===== src/rtl/alu_seq_pkg.sv =====
// Shared opcode encodings and FSM state type for the sequential ALU.
package alu_seq_pkg;

   localparam logic [3:0] OP_AND   = 4'h0;
   localparam logic [3:0] OP_OR    = 4'h1;
   localparam logic [3:0] OP_XOR   = 4'h2;
   localparam logic [3:0] OP_NOT   = 4'h3;
   localparam logic [3:0] OP_ADD   = 4'h4;
   localparam logic [3:0] OP_SUB   = 4'h5;
   localparam logic [3:0] OP_INC   = 4'h6;
   localparam logic [3:0] OP_DEC   = 4'h7;
   localparam logic [3:0] OP_SHL   = 4'h8;
   localparam logic [3:0] OP_SHR   = 4'h9;
   localparam logic [3:0] OP_ASR   = 4'hA;
   localparam logic [3:0] OP_ROL   = 4'hB;
   localparam logic [3:0] OP_PASSA = 4'hC;
   localparam logic [3:0] OP_PASSB = 4'hD;
   localparam logic [3:0] OP_SLTU  = 4'hE;
   localparam logic [3:0] OP_MUL   = 4'hF;

   typedef enum logic {
      IDLE    = 1'b0,
      MUL_RUN = 1'b1
   } state_t;

endpackage


===== src/rtl/alu_seq_comb.sv =====
// Combinational single-cycle ALU datapath: s, cout and signed overflow.
// MUL is handled by the sequencer; here it yields all zeros.
module alu_seq_comb
   import alu_seq_pkg::*;
#(
   parameter int WIDTH = 8
) (
   input  logic [WIDTH-1:0] a,
   input  logic [WIDTH-1:0] b,
   input  logic             cin,
   input  logic [3:0]       sel,
   output logic [WIDTH-1:0] s,
   output logic             cout,
   output logic             ovf
);

   logic [WIDTH-1:0] opb;
   logic             ci;
   logic             arith;
   logic [WIDTH:0]   sum;

   // ADD/SUB/INC/DEC share one adder with a selected second operand and carry-in
   always_comb begin
      opb   = b;
      ci    = cin;
      arith = 1'b0;
      case (sel)
         OP_ADD: begin opb = b;              ci = cin;  arith = 1'b1; end
         OP_SUB: begin opb = ~b;             ci = cin;  arith = 1'b1; end
         OP_INC: begin opb = '0;             ci = 1'b1; arith = 1'b1; end
         OP_DEC: begin opb = '1;             ci = 1'b0; arith = 1'b1; end
         default: ;
      endcase
   end

   assign sum = {1'b0, a} + {1'b0, opb} + {{WIDTH{1'b0}}, ci};

   always_comb begin
      s    = '0;
      cout = 1'b0;
      ovf  = 1'b0;
      case (sel)
         OP_AND:   s = a & b;
         OP_OR:    s = a | b;
         OP_XOR:   s = a ^ b;
         OP_NOT:   s = ~a;
         OP_ADD, OP_SUB, OP_INC, OP_DEC: begin
            s    = sum[WIDTH-1:0];
            cout = sum[WIDTH];
         end
         OP_SHL:   begin s = {a[WIDTH-2:0], cin};      cout = a[WIDTH-1]; end
         OP_SHR:   begin s = {cin, a[WIDTH-1:1]};      cout = a[0];       end
         OP_ASR:   begin s = {a[WIDTH-1], a[WIDTH-1:1]}; cout = a[0];     end
         OP_ROL:   begin s = {a[WIDTH-2:0], a[WIDTH-1]}; cout = a[WIDTH-1]; end
         OP_PASSA: s = a;
         OP_PASSB: s = b;
         OP_SLTU:  begin
            s    = (a < b) ? WIDTH'(1) : '0;
            cout = (a >= b);
         end
         default:  ;
      endcase
      ovf = arith && (a[WIDTH-1] == opb[WIDTH-1]) && (sum[WIDTH-1] != a[WIDTH-1]);
   end

endmodule


===== src/rtl/alu_seq_param.sv =====
// Registered ALU with valid/ready on both sides and an iterative shift-add multiply.
// Single-cycle ops: 1 cycle; MUL: WIDTH+1 cycles. One op in flight; stalls while a result is unconsumed.
module alu_seq_param
   import alu_seq_pkg::*;
#(
   parameter int WIDTH  = 8,
   parameter bit MUL_EN = 1'b1
) (
   input  logic             clk,
   input  logic             rst,
   input  logic             in_valid,
   output logic             in_ready,
   input  logic [WIDTH-1:0] a,
   input  logic [WIDTH-1:0] b,
   input  logic             cin,
   input  logic [3:0]       sel,
   output logic             out_valid,
   input  logic             out_ready,
   output logic [WIDTH-1:0] s,
   output logic [WIDTH-1:0] s_hi,
   output logic             cout,
   output logic             zero,
   output logic             neg,
   output logic             ovf
);

   localparam int CW = $clog2(WIDTH);

   state_t             state_q, state_d;
   logic [2*WIDTH-1:0] acc_q, acc_d;
   logic [2*WIDTH-1:0] mcand_q, mcand_d;
   logic [WIDTH-1:0]   mplier_q, mplier_d;
   logic [CW-1:0]      cnt_q, cnt_d;

   logic               out_valid_q, out_valid_d;
   logic [WIDTH-1:0]   s_q, s_d;
   logic [WIDTH-1:0]   s_hi_q, s_hi_d;
   logic               cout_q, cout_d;
   logic               zero_q, zero_d;
   logic               neg_q, neg_d;
   logic               ovf_q, ovf_d;

   logic [WIDTH-1:0]   alu_s;
   logic               alu_cout;
   logic               alu_ovf;
   logic [2*WIDTH-1:0] acc_sum;
   logic               accept;

   alu_seq_comb #(.WIDTH(WIDTH)) u_comb (
      .a    (a),
      .b    (b),
      .cin  (cin),
      .sel  (sel),
      .s    (alu_s),
      .cout (alu_cout),
      .ovf  (alu_ovf)
   );

   assign in_ready = (state_q == IDLE) && !(out_valid_q && !out_ready);
   assign accept   = in_valid && in_ready;
   assign acc_sum  = acc_q + (mplier_q[0] ? mcand_q : '0);

   always_comb begin
      state_d     = state_q;
      acc_d       = acc_q;
      mcand_d     = mcand_q;
      mplier_d    = mplier_q;
      cnt_d       = cnt_q;
      out_valid_d = out_valid_q && !out_ready;
      s_d         = s_q;
      s_hi_d      = s_hi_q;
      cout_d      = cout_q;
      zero_d      = zero_q;
      neg_d       = neg_q;
      ovf_d       = ovf_q;
      case (state_q)
         IDLE: begin
            if (accept) begin
               if (MUL_EN && (sel == OP_MUL)) begin
                  state_d  = MUL_RUN;
                  acc_d    = '0;
                  mcand_d  = {{WIDTH{1'b0}}, a};
                  mplier_d = b;
                  cnt_d    = '0;
               end else begin
                  out_valid_d = 1'b1;
                  s_d         = alu_s;
                  s_hi_d      = '0;
                  cout_d      = alu_cout;
                  zero_d      = (alu_s == '0);
                  neg_d       = alu_s[WIDTH-1];
                  ovf_d       = alu_ovf;
               end
            end
         end
         MUL_RUN: begin
            // One multiplier bit per cycle; the last step's sum goes straight to the outputs
            acc_d    = acc_sum;
            mcand_d  = mcand_q << 1;
            mplier_d = mplier_q >> 1;
            cnt_d    = cnt_q + 1'b1;
            if (cnt_q == CW'(WIDTH - 1)) begin
               state_d     = IDLE;
               out_valid_d = 1'b1;
               s_d         = acc_sum[WIDTH-1:0];
               s_hi_d      = acc_sum[2*WIDTH-1:WIDTH];
               cout_d      = |acc_sum[2*WIDTH-1:WIDTH];
               zero_d      = (acc_sum == '0);
               neg_d       = acc_sum[WIDTH-1];
               ovf_d       = 1'b0;
            end
         end
         default: state_d = IDLE;
      endcase
   end

   always_ff @(posedge clk or posedge rst) begin
      if (rst) begin
         state_q     <= IDLE;
         acc_q       <= '0;
         mcand_q     <= '0;
         mplier_q    <= '0;
         cnt_q       <= '0;
         out_valid_q <= 1'b0;
         s_q         <= '0;
         s_hi_q      <= '0;
         cout_q      <= 1'b0;
         zero_q      <= 1'b0;
         neg_q       <= 1'b0;
         ovf_q       <= 1'b0;
      end else begin
         state_q     <= state_d;
         acc_q       <= acc_d;
         mcand_q     <= mcand_d;
         mplier_q    <= mplier_d;
         cnt_q       <= cnt_d;
         out_valid_q <= out_valid_d;
         s_q         <= s_d;
         s_hi_q      <= s_hi_d;
         cout_q      <= cout_d;
         zero_q      <= zero_d;
         neg_q       <= neg_d;
         ovf_q       <= ovf_d;
      end
   end

   assign out_valid = out_valid_q;
   assign s         = s_q;
   assign s_hi      = s_hi_q;
   assign cout      = cout_q;
   assign zero      = zero_q;
   assign neg       = neg_q;
   assign ovf       = ovf_q;

endmodule


===== config.mk =====
export PLATFORM = sky130hd
export DESIGN_NAME = alu_seq_param
export DESIGN_NICKNAME = d
export VERILOG_FILES = /design/src/rtl/alu_seq_pkg.sv /design/src/rtl/alu_seq_comb.sv /design/src/rtl/alu_seq_param.sv
export SDC_FILE = /design/constraint.sdc
export NUM_CORES = 1
export LEC_CHECK = 0
export CORE_UTILIZATION = 45
export CTS_CLUSTER_SIZE = 8
export DETAILED_ROUTE_END_ITERATION = 6
export GPL_TIMING_DRIVEN = 0
export MAX_ROUTING_LAYER = met4
export PLACE_DENSITY_LB_ADDON = 0.12
export SLEW_MARGIN = 20
export SYNTH_ARGS = -nofsm -noshare
export SYNTH_HDL_FRONTEND = slang
export SYNTH_SLANG_ARGS = --single-unit

===== constraint.sdc =====
create_clock -name clk -period 4.7 [get_ports clk]
set_input_delay 0.94 -clock clk [delete_from_list [all_inputs] [get_ports clk]]
set_output_delay 0.94 -clock clk [all_outputs]
set_load 0.01 [all_outputs]

* Word-level counts from Yosys, hierarchy flattened *
Cells that the tools add are included.
Widths: inputs -> output; s select.

word-level totals
  bits in registers = 65
  bits in latches = 0
  RAM bits = 0
  memory bits (read-only) = 0
  output and inout port bits = 22
  memories = 0

cells by class
  $add $sub $neg = 4
  multipliers = 0
  divide/modulo/power cells = 0
  magnitude comparators = 2
  eq/ne operators = 22
  shifts and indexed selects = 0
  muxes and demuxes = 51
  bitwise operators = 6
  reduce and logical (&&, ||, !) cells = 16

operator list
  operator            count
  $pmux 8 s12         1
  $mux 16             5
  $mux 8              8
  $pmux 16 s2         2
  $pmux 8 s2          3
  $eq 4x4->1 const B  8
  $pmux 8 s3          1
  $mux 1              20
  $add 16x16->16      1
  $eq 4x3->1 const B  4
  $logic_not 16->1    1
  $not 8->8           2
  $pmux 1 s2          7
  $add 8x8->9         1
  $add 9x1->9         1
  $and 8x8->8         1
  $eq 4x2->1 const B  2
  $ge 8x8->1          1
  $logic_not 8->1     1
  $lt 8x8->1          1
  $or 8x8->8          1
  $reduce_or 8->1     1
  $xor 8x8->8         1
  $mux 3              2
  17 further kinds    25

* Longest topological paths before layout *
Gate-level depths: netlist (run 1).

  word-level depth = 9
  mapped depth = 16

* Hierarchy *
A second synthesis (run 1) with hierarchy kept.

second synthesis, totals
  cells, all modules = 616
  area, all modules = 5206.2 sq um

by module, submodules not included
  module         instances  cells an instance  area each (sq um)  sequential area each (sq um)
  alu_seq_param  1          363                3437.0             1601.5
  alu_seq_comb   1          253                1769.2             0.0

* Worst setup path after synthesis (run 1) *
No wires, ideal clock.

  path type = input-to-reg
  start = input sel[0]
  end = register zero_q (netlist: zero)
  arrival time = 3988 ps
  path slack = 648 ps
  stages = 16
  path buffers = 4
  cells stage by stage = buf_2 buf_2 buf_2 and3_1 clkbuf_1 o22a_1 fa_1 fa_1 a21o_1 a21oi_1 xnor2_1 a221oi_1 nand3_1 nor4_1 and4b_1 a211o_1

between the ends
  longest elaborated chain between the ends = 9

RTL lines
  what                  RTL line                                text
  from (decl)           alu_seq_param.sv:16                     input logic [3:0] sel,
  $eq 4x3->1            alu_seq_comb.sv:27, alu_seq_comb.sv:42
  $pmux 8 s3            alu_seq_comb.sv:27                      case (sel)
  $add 8x8->9           alu_seq_comb.sv:36                      assign sum = {1'b0, a} + {1'b0, opb} + {{WIDTH{1'b0}}, ci};
  $add 9x1->9           alu_seq_comb.sv:36
  $pmux 8 s12           alu_seq_comb.sv:42                      case (sel)
  $logic_not 8->1       alu_seq_param.sv:90                     zero_d = (alu_s == '0);
  $mux 1                alu_seq_param.sv:79                     if (MUL_EN && (sel == OP_MUL)) begin
  $mux 1                alu_seq_param.sv:78                     if (accept) begin
  $pmux 1 s2            alu_seq_param.sv:76                     case (state_q)
  to (signal assigned)  alu_seq_param.sv:141                    zero_q <= zero_d;
  to (decl)             alu_seq_param.sv:39                     logic zero_q, zero_d;

Several ways; a longest one is shown, not always the timed one. The select of a mux whose other input is x is not followed.
A chain may end at the register's enable or synchronous reset.

* Final worst setup path (run 1) *
  start = input sel[2]
  end = register zero_q (netlist: zero)

Same word-level chain as after synthesis.

==> out/results.md, run 1 <==
Global route
- **initial antenna violation count** 0
- **maximum number of pins on one net before global-route repair** 53
- **combined global-route utilization of all metal layers** 29.5%
- **vias in the first global route** 4868
- **GR Overflow Total** 0
- **global-route wire length before repair** 25.4 mm

Job
- **count of max-cap constraint violations** 0

Pwr
- **combinational fraction of design power** 43.3%
- **total power per unit cell area** 423 nW/um^2
- **NetSw** 1.02 mW
- **peak supply drop** 0.000235 V
- **P_int** 1.56 mW
- **reported leakage power** 2.84 nW
- **sequential share of power** 33.0%
- **Clk pwr share** 23.6%
- **Final Power** 2.58 mW
- **fraction of power spent switching nets** 39.6%

Timing
- **Hold Vio Cnt, Final** 0
- **minimum hold slack** 0.466 ns
- **slew at the pin with the worst max-slew slack** 0.669 ns
- **Setup violations, final** 0
- **fin crit period** 4.49 ns
- **post-route clock period utilization** 95.5%
- **highest attainable clock frequency** 0.223 GHz
- **Rel. slew slack** 55.4%
- **Post-Route Skew** 0.00711 ns
- **Final Max Tran Viols** 0
- **setup TNS** 0 ns
- **setup ws final** 0.213 ns

Floorplan
- **IO Count** 47
- **core area** 11000 sq um
- **area of the die** 11800 sq um
- **initial core utilization** 46.8%
- **height of the die** 109 microns
- **row count** 38
- **Chip Width** 109 microns

Routing
- **Iter 0 DRT Violations** 375
- **Avg WL per Cell** 18.8 microns
- **residual antenna-violating net count after detailed routing** 0
- **1st-pass router iterations** 4
- **# DRC** 0
- **total length of routed wires** 15.6 mm
- **total number of vias** 4983
- **vias per std cell** 6.00

Worst setup path
- **Setup crit start kind** primary input
- **crit-path max FO** 10
- **Critical R2R Launch** mplier_q[0]
- **WS Path Type** primary input to flop
- **start point of the critical path** sel[2]
- **CP Capture Type** flop
- **Arr. time, crit path** 4.75 ns
- **data required time of the critical path** 4.97 ns

Logic synthesis
- **cell count after synthesis** 632
- **count of different cell masters after synthesis** 68
- **post-synth net total** 708
- **number of enable flip-flop cells after synthesis** 0
- **predominant post-synthesis flop cell** dfrtp_1
- **sequential element share of the synthesized area** 31.2%
- **count of synthesis-stage warnings from yosys** 0
- **number of synthesized register bits** 64
- **Mapped Avg Cell Area** 8.13 sq um
- **cell area after synthesis** 5140 sq um
- **proportion of register bits with asynchronous set or reset after synthesis** 100%

Finish
- **most frequent cells in the layout** nand2_1 (125), dfrtp_1 (64), o21ai_0 (53)
- **ratio of cells with drive above 1 in the final layout** 6.52%
- **leading cell type in the layout, fill and taps excluded** nand2_1
- **Finished Layout Cells** 830
- **n_diodes** 0
- **post-synthesis to final-layout area growth** 18.7%
- **net count reported at finish** 762
- **Util after Layout** 55.5%
- **final cell area excluding filler cells** 6100 sq um
- **Filler cells** 1009

Clock tree
- **CTS H-Tree Depth** 3
- **Clock Latency Late Sink** 0.33 ns
- **TritonCTS Buffers** 9
- **clock tree from TritonCTS** built
- **number of sinks handled by clock tree synthesis** 64
- **clock input transition at the sequential cells of the worst setup and hold paths** 0.05 ns
- **clock root buffer** clkbuf_16
- **buffers from clock root to sink, at most** 2

Hold path
- **worst hold start** s_hi[1]
- **Hold WC Path Type** flop to flop

Place
- **post-DP HPWL** 12.1 mm
- **count of port buffers added during placement** 45
- **pre-CTS worst setup slack** -0.609 ns
- **Placement Cell Area** 5790 sq um
- **final estimated routing congestion in global placement** 0.988
- **Cells after DPL** 818

Run status
- **status** complete, no violations

[layer usage]
| layer | part of all wire (%) | vias up | global-route usage [%] |
|---|---|---|---|
| met5 | 0 | - | - |
| met4 | 3.9 | 0 | 14.2 |
| met3 | 4.3 | 39 | 4.24 |
| met2 | 49 | 157 | 48.7 |
| met1 | 43 | 2421 | 35.3 |
| li1 | - | 2366 | - |
[cell type report]
| class | count | area, sq um | share of cell area, % |
|---|---|---|---|
| plain buffers | 32 | 148 | 2.42 |
| multi-input cells | 503 | 3310 | 54.2 |
| well taps | 140 | 175 | 2.87 |
| repair buffers | 46 | 478 | 7.84 |
| clock buffers | 12 | 256 | 4.21 |
| inverters | 30 | 115 | 1.89 |
| flip-flops and latches | 64 | 1600 | 26.3 |
| clock inverters | 3 | 17.5 | 0.287 |
[cell families (layout without fill, tap and decap cells)]
group | after synthesis | in the layout | synth area share, %
xor gates and xnor gates | 16 | 16 | 2.73
AOI/OAI and AO/OA | 182 | 182 | 23.3
DFF | 64 | 64 | 31.2
muxes | 16 | 16 | 3.46
and+or+nand+nor | 238 | 238 | 21.3
buffers and inverters | 65 | 123 | 5.16
adders and majority gates | 51 | 51 | 12.9
[registers in the layout, summed over array words and instances (netlist names)]
| name | cells |
|---|---|
| zero | 1 |
| mplier_q | 8 |
| cnt_q | 3 |
| out_valid | 1 |
| ovf | 1 |
| s | 8 |
| acc_q | 16 |
| mcand_q | 16 |
| cout | 1 |
| state_q | 1 |
| s_hi | 8 |
[synthesized netlist by cell type, types with 7 or more instances]
cell      instances  area [sq um]
nand4_1           8          50.1
dfrtp_1          64          1600
o22a_1            8          70.1
nor3_1            9          45.0
o21ai_0          53           265
a21oi_1          35           175
nand2_1         125           469
xnor2_1          10          87.6
nor2_1           32           120
and2_1           20           125
a22oi_1          18           135
clkbuf_1         26          97.6
nand3_1          13          65.1
inv_1            29           109
ha_1             48           601
mux2i_1          11           110
nor2b_1           7          43.8
a21o_1           10          75.1
[worst paths after layout]
check / end / slack (ns) / cells past startpoint
worst max register to register: zero / 1.28 / 12
worst min-delay path: s_hi[1] / 0.47 / 2
max in group asynchronous: acc_q[4] / 3.30 / 3
min in group asynchronous: s_hi[1] / 0.88 / 2
worst min register to register: s_hi[1] / 0.47 / 2
worst max-delay path: zero / 0.21 / 15
[timing repair]
item	in CTS	in global routing
pin swaps	0	1
hold buffers	0	0
setup endpoints to repair	2	3
setup buffers	0	0
gates resized for setup	6	8
[critical path, stage by stage]
cell and delay, ns:
clkdlybuf4s50_1 0.43, clkbuf_2 0.21, clkbuf_1 0.29, and3_2 0.36, o22a_1 0.24, fa_2 0.40
fa_1 0.42, a21o_1 0.19, a21oi_1 0.17, xnor2_1 0.11, a221oi_2 0.34, nand3_1 0.14
nor4_2 0.18, and4b_1 0.23, a211o_1 0.10
[power groups by stage]
| stage | clock network, mW | registers (mW) | logic (mW) |
|---|---|---|---|
| 2_1_floorplan | 0 | 0.850 | 0.680 |
| 3_3_place_gp | 0 | 0.853 | 1.08 |
| 3_5_place_dp | 0 | 0.862 | 1.10 |
| 4_1_cts | 0.621 | 0.854 | 1.11 |
| 5_1_grt | 0.650 | 0.877 | 1.24 |
| 6_report | 0.609 | 0.852 | 1.12 |
Power figures use the tool's default switching activity.
==> run 2: changes to the inputs <==
--- a/config.mk
+++ b/config.mk
@@ -5,12 +5,15 @@
 export SDC_FILE = /design/constraint.sdc
 export NUM_CORES = 1
 export LEC_CHECK = 0
+export CELL_PAD_IN_SITES_DETAIL_PLACEMENT = 0
+export CELL_PAD_IN_SITES_GLOBAL_PLACEMENT = 1
 export CORE_UTILIZATION = 45
 export CTS_CLUSTER_SIZE = 8
 export DETAILED_ROUTE_END_ITERATION = 6
 export GPL_TIMING_DRIVEN = 0
 export MAX_ROUTING_LAYER = met4
 export PLACE_DENSITY_LB_ADDON = 0.12
+export SKIP_CTS_REPAIR_TIMING = 1
 export SLEW_MARGIN = 20
 export SYNTH_ARGS = -nofsm -noshare
 export SYNTH_HDL_FRONTEND = slang
==> out/results.md, run 2 (synthesized netlist as in run 1, its figures left out) <==
Finish
- **leading cell type in the layout, fill and taps excluded** nand2_1
- **net count reported at finish** 762, unchanged
- **biggest regs** acc_q: 16 flops, mcand_q: 16 flops
- **n_diodes** 0, unchanged
- **Util after Layout** 56.1%, +0.58 points
- **most frequent cells in the layout** nand2_1 (125), dfrtp_1 (64), o21ai_0 (53)
- **ratio of cells with drive above 1 in the final layout** 6.37%, -0.15 points
- **post-synthesis to final-layout area growth** 19.9%

Global route
- **vias in the first global route** 4852, -0.33%
- **global-route wire length before repair** 26.0 mm, +2.3%
- **combined global-route utilization of all metal layers** 30.2%, +0.75 points
- **maximum number of pins on one net before global-route repair** 51, -3.8%
- **GR Overflow Total** 0, unchanged
- **initial antenna violation count** 0, unchanged

Clock tree
- **TritonCTS Buffers** 9, unchanged
- **number of sinks handled by clock tree synthesis** 64, unchanged
- **clock input transition at the sequential cells of the worst setup and hold paths** 0.06 ns, about the same
- **buffers from clock root to sink, at most** 2, unchanged
- **clock tree from TritonCTS** built
- **clock root buffer** clkbuf_16
- **CTS H-Tree Depth** 3, unchanged
- **Clock Latency Late Sink** 0.33 ns, about the same

Timing
- **Hold Vio Cnt, Final** 0, unchanged
- **Final Max Tran Viols** 0, unchanged
- **fin crit period** 4.57 ns, +0.0872 ns
- **highest attainable clock frequency** 0.219 GHz, -1.9%
- **Post-Route Skew** 0.00795 ns, +0.000832 ns
- **post-route clock period utilization** 97.3%, +1.9 points
- **slew at the pin with the worst max-slew slack** 0.667 ns, -0.00170 ns
- **Setup violations, final** 0, unchanged
- **Rel. slew slack** 55.0%, -0.47 points

Worst setup path
- **FF-to-FF setup slack** 1.20 ns, -0.08 ns
- **WS Path Type** primary input to flop
- **maximum cell stage delay along the critical path** 0.45 ns, +0.02 ns
- **Arr. time, crit path** 4.84 ns, +0.09 ns
- **CP Capture Type** flop
- **crit-path max FO** 10, unchanged
- **slowest CP cell** clkdlybuf4s50_1
- **cell-by-cell trace of the critical path** clkdlybuf4s50_1 -> clkbuf_2 -> clkbuf_1 -> and3_2 -> o22a_1 -> fa_1 -> fa_1 -> a21o_1 -> a21oi_1 -> xnor2_1 -> a221oi_2 -> nand3_1 -> nor4_2 -> and4b_1 -> a211o_1
- **Setup crit start kind** primary input
- **most numerous cell on the critical path** fa_1
- **data required time of the critical path** 4.96 ns, about the same

Pwr
- **reported leakage power** 2.88 nW, +1.2%
- **peak supply drop** 0.000227 V, -3.5%
- **Final Power** 2.75 mW, +6.8%
- **total power per unit cell area** 447 nW/um^2, +5.7%

Place
- **final estimated routing congestion in global placement** 0.956, -3.2%
- **count of port buffers added during placement** 45, unchanged
- **post-DP HPWL** 12.5 mm, +3.0%

Run status
- **status** complete, no violations

Floorplan
- **initial core utilization** 46.8%, unchanged
- **Chip Width** 109 microns, unchanged
- **IO Count** 47, unchanged
- **area of the die** 11800 sq um, unchanged
- **row count** 38, unchanged
- **height of the die** 109 microns, unchanged
- **core area** 11000 sq um, unchanged

Routing
- **residual antenna-violating net count after detailed routing** 0, unchanged
- **total number of vias** 4949, -0.68%
- **# DRC** 0, unchanged
- **vias per std cell** 5.96, -0.80%
- **total length of routed wires** 16.4 mm, +4.9%
- **1st-pass router iterations** 6, +2
- **Avg WL per Cell** 19.7 microns, +4.7%
- **Iter 0 DRT Violations** 322, -14%

Hold path
- **Hold WC Path Type** flop to flop

Job
- **count of max-cap constraint violations** 0, unchanged

==> run 2: cell count changes in the layout (fill, tap and decap cells not counted) <==
cell | previous run | this run
bufinv_16 | 0 | 3
clkbuf_8 | 3 | 2
o221ai_1 | 3 | 4
o221ai_2 | 1 | 0
fa_2 | 1 | 0
clkinv_4 | 0 | 1
buf_2 | 4 | 3
fa_1 | 2 | 3
clkbuf_2 | 1 | 2
clkinv_2 | 2 | 1
clkinvlp_4 | 1 | 0
==> run 2: path summary, 6_finish.rpt <==
check / start / cells past startpoint / end
min: s_hi[1] / 2 / s_hi[1]
min in group asynchronous: rst / 2 / s_hi[3]
min reg2reg: s_hi[1] / 2 / s_hi[1]
max in group asynchronous: rst / 3 / mplier_q[5]
max reg2reg: mplier_q[0] / 12 / zero
max: sel[2] / 15 / zero
==> run 2: metrics by stage <==
| stage | worst slack, ns | hold WS [ns] | instances | cell area [sq um] | setup TNS (ns) |
|---|---|---|---|---|---|
| 3_5_place_dp | -0.584 | 0.456 | 818 | 5790 | -2.71 |
| 4_1_cts | -0.246 | 0.468 | 834 | 6140 | -0.504 |
| 3_3_place_gp | -0.542 | 0.454 | 817 | 5760 | -2.41 |
| 2_1_floorplan | 0.648 | 0.446 | 632 | 5140 | 0 |
| 6_report | 0.126 | 0.468 | 831 | 6160 | 0 |
| 5_1_grt | -0.0428 | 0.499 | 831 | 6160 | -0.0428 |
==> run 2: cell type report <==
class	count	area (sq um)
sequential	64	1600
timing repair buffer	46	478
clock buffer	11	243
inverter	30	115
multi-input combinational	503	3300
tap	140	175
buffer	32	148
fill	1033	4820
clock inverter	5	104
==> run 2: layer usage <==
metal	global-route usage, %	routed length [microns]
met5	-	0
met4	11.7	529
met3	3.71	822
met2	51.5	8120
met1	36.4	6920
==> run 2: report_power, final <==
group	switching [mW]	leakage, nW	internal (mW)
clock network	0.245	0.170	0.533
registers	0.120	0.856	0.731
logic	0.680	1.85	0.444
==> run 2: worst max-delay path: cells and delay by family <==
kind,cells,cell delay [ns]
xor gates and xnor gates,1,0.11
and+or+nand+nor,4,0.94
adders and majority gates,2,0.86
AOI/OAI and AO/OA,5,1.04
buffers and inverters,3,0.94
==> run 3: changes to the inputs <==
--- a/config.mk
+++ b/config.mk
@@ -5,9 +5,10 @@
 export SDC_FILE = /design/constraint.sdc
 export NUM_CORES = 1
 export LEC_CHECK = 0
+export CAP_MARGIN = 0
 export CELL_PAD_IN_SITES_DETAIL_PLACEMENT = 0
 export CELL_PAD_IN_SITES_GLOBAL_PLACEMENT = 1
-export CORE_UTILIZATION = 45
+export CORE_UTILIZATION = 25
 export CTS_CLUSTER_SIZE = 8
 export DETAILED_ROUTE_END_ITERATION = 6
 export GPL_TIMING_DRIVEN = 0
==> out/results.md, run 3 (synthesized netlist as in run 1, its figures left out) <==
Worst setup path
- **kind of cell adding the most delay to the critical path** compound AO/OA/AOI/OAI gates
- **start point of the critical path** sel[2]
- **FF-to-FF setup slack** 1.17 ns, -0.03 ns
- **Worst Path Buf+Inv** 3, unchanged
- **WS Path Type** primary input to flop
- **slowest CP cell** clkdlybuf4s50_1
- **maximum cell stage delay along the critical path** 0.51 ns, +0.06 ns
- **cell-by-cell trace of the critical path** clkdlybuf4s50_1 -> buf_6 -> nand2_1 -> clkbuf_1 -> o22a_1 -> fa_2 -> fa_1 -> a21o_1 -> a21oi_1 -> xnor2_1 -> a221oi_2 -> nand3_1 -> nor4_2 -> and4b_1 -> a211o_1
- **Arr. time, crit path** 4.69 ns, -0.15 ns
- **Critical R2R Launch** mplier_q[0]
- **Critical R2R Capture** zero
- **CP Capture Type** flop
- **data required time of the critical path** 4.98 ns, +0.02 ns
- **number of cells on the worst reg-to-reg path** 11, -1
- **crit-path max FO** 10, unchanged
- **Setup crit start kind** primary input

Timing
- **setup TNS** 0 ns, unchanged
- **Setup violations, final** 0, unchanged
- **unrepaired setup endpoints after global routing** false
- **Rel. slew slack** 50.5%, -4.5 points
- **minimum hold slack** 0.474 ns, +0.00544 ns
- **Hold Vio Cnt, Final** 0, unchanged
- **Post-Route Skew** 0.00810 ns, +0.000157 ns
- **Final Max Tran Viols** 0, unchanged
- **post-route clock period utilization** 93.9%, -3.4 points
- **slew at the pin with the worst max-slew slack** 0.736 ns, +0.0697 ns
- **fin crit period** 4.41 ns, -0.161 ns
- **highest attainable clock frequency** 0.227 GHz, +3.7%

Routing
- **Iter 0 DRT Violations** 221, -31%
- **# DRC** 0, unchanged
- **total number of vias** 4833, -2.3%
- **Avg WL per Cell** 19.0 microns, -3.8%
- **total length of routed wires** 18.4 mm, +12%
- **1st-pass router iterations** 5, -1
- **vias per std cell** 5.00, -16%
- **residual antenna-violating net count after detailed routing** 0, unchanged

Finish
- **leading cell type in the layout, fill and taps excluded** nand2_1
- **Finished Layout Cells** 967, +16%
- **net count reported at finish** 768, +0.79%
- **footprint of the multi-input gates** 3300 sq um, +0.19%
- **biggest regs** acc_q: 16 flops, mcand_q: 16 flops
- **n_diodes** 0, unchanged
- **final cell area excluding filler cells** 6370 sq um, +3.4%
- **post-synthesis to final-layout area growth** 24.0%
- **sequential cell area in the final layout** 1600 sq um, unchanged
- **ratio of cells with drive above 1 in the final layout** 7.89%, +1.5 points
- **Filler cells** 2200, +110%
- **most frequent cells in the layout** nand2_1 (125), dfrtp_1 (64), o21ai_0 (52)

Global route
- **GR Overflow Total** 0, unchanged
- **initial antenna violation count** 0, unchanged
- **vias in the first global route** 4827, -0.52%
- **global-route wire length before repair** 28.8 mm, +11%
- **combined global-route utilization of all metal layers** 18.5%, -12 points
- **maximum number of pins on one net before global-route repair** 35, -31%

Clock tree
- **CTS H-Tree Depth** 3, unchanged
- **TritonCTS Buffers** 9, unchanged
- **clock input transition at the sequential cells of the worst setup and hold paths** 0.05 ns, about the same
- **number of sinks handled by clock tree synthesis** 64, unchanged
- **Clock Latency Late Sink** 0.35 ns, +0.02 ns
- **clock tree from TritonCTS** built
- **buffers from clock root to sink, at most** 2, unchanged
- **clock root buffer** clkbuf_16

Pwr
- **total power per unit cell area** 430 nW/um^2, -3.7%
- **peak supply drop** 0.000189 V, -17%
- **Final Power** 2.74 mW, -0.48%
- **reported leakage power** 2.89 nW, +0.63%

Place
- **count of port buffers added during placement** 45, unchanged
- **post-DP HPWL** 14.2 mm, +14%
- **final estimated routing congestion in global placement** 0.924, -3.3%
- **Cells after DPL** 948, +16%
- **Placement Cell Area** 5950 sq um, +2.7%

Floorplan
- **height of the die** 145 microns, +34%
- **core area** 20200 sq um, +84%
- **IO Count** 47, unchanged
- **initial core utilization** 25.5%, -21 points
- **area of the die** 21100 sq um, +78%
- **row count** 52, +37%
- **Chip Width** 145 microns, +34%

Hold path
- **endpoint of the worst hold-timing path** s[4]
- **worst hold start** s[4]
- **hold-critical path depth** 1, -1
- **Hold WC Path Type** flop to flop

Job
- **count of max-cap constraint violations** 0, unchanged

Run status
- **status** complete, no violations

[run 3: report_power, final]
group          internal, mW  switching [mW]  leakage (nW)
logic                 0.449           0.703          1.89
registers             0.731           0.125         0.856
clock network         0.464           0.269         0.148
total                  1.64            1.10          2.89
[run 3: layer usage]
metal	wire, microns	part of all wire (%)	global-route usage [%]	up-vias
met1	8750	48	24.0	2338
met2	8920	49	30.3	91
met4	238	1.3	5.68	0
li1	-	-	-	2383
met5	0	0	-	-
met3	451	2.5	2.01	21
[run 3: metrics by stage]
stage | worst slack [ns] | util (%)
floorplan | 0.648 | -
global placement | -0.895 | 29.4
detailed placement | -0.896 | 29.5
CTS | -0.545 | 31.1
global route | 0.00368 | 31.6
finish | 0.288 | 31.6
[run 3: area by class of cell]
class,instances,area share (%)
buffer,32,2.63
clock buffer,9,3.54
clock inverter,7,1.51
inverter,30,1.87
multi-input combinational,503,51.9
sequential,64,25.1
tap,270,5.30
timing repair buffer,52,8.13
[run 3: worst max path at each step]
stage | to | depth (start not counted)
3_5_place_dp | zero | 17
4_1_cts | zero | 17
2_1_floorplan | zero | 16
3_3_place_gp | zero | 17
6_report | zero | 15
5_1_grt | zero | 15
[run 3: worst register-to-register path, stage by stage, from the launching register on]
cell and delay, ns:
dfrtp_1 0.46, clkbuf_1 0.44, and2_1 0.21, ha_1 0.31, and3_1 0.20, a221oi_2 0.46
o31a_1 0.27, a211oi_1 0.16, nor4_1 0.32, o2111ai_1 0.28, nor4_2 0.25, a211o_1 0.13
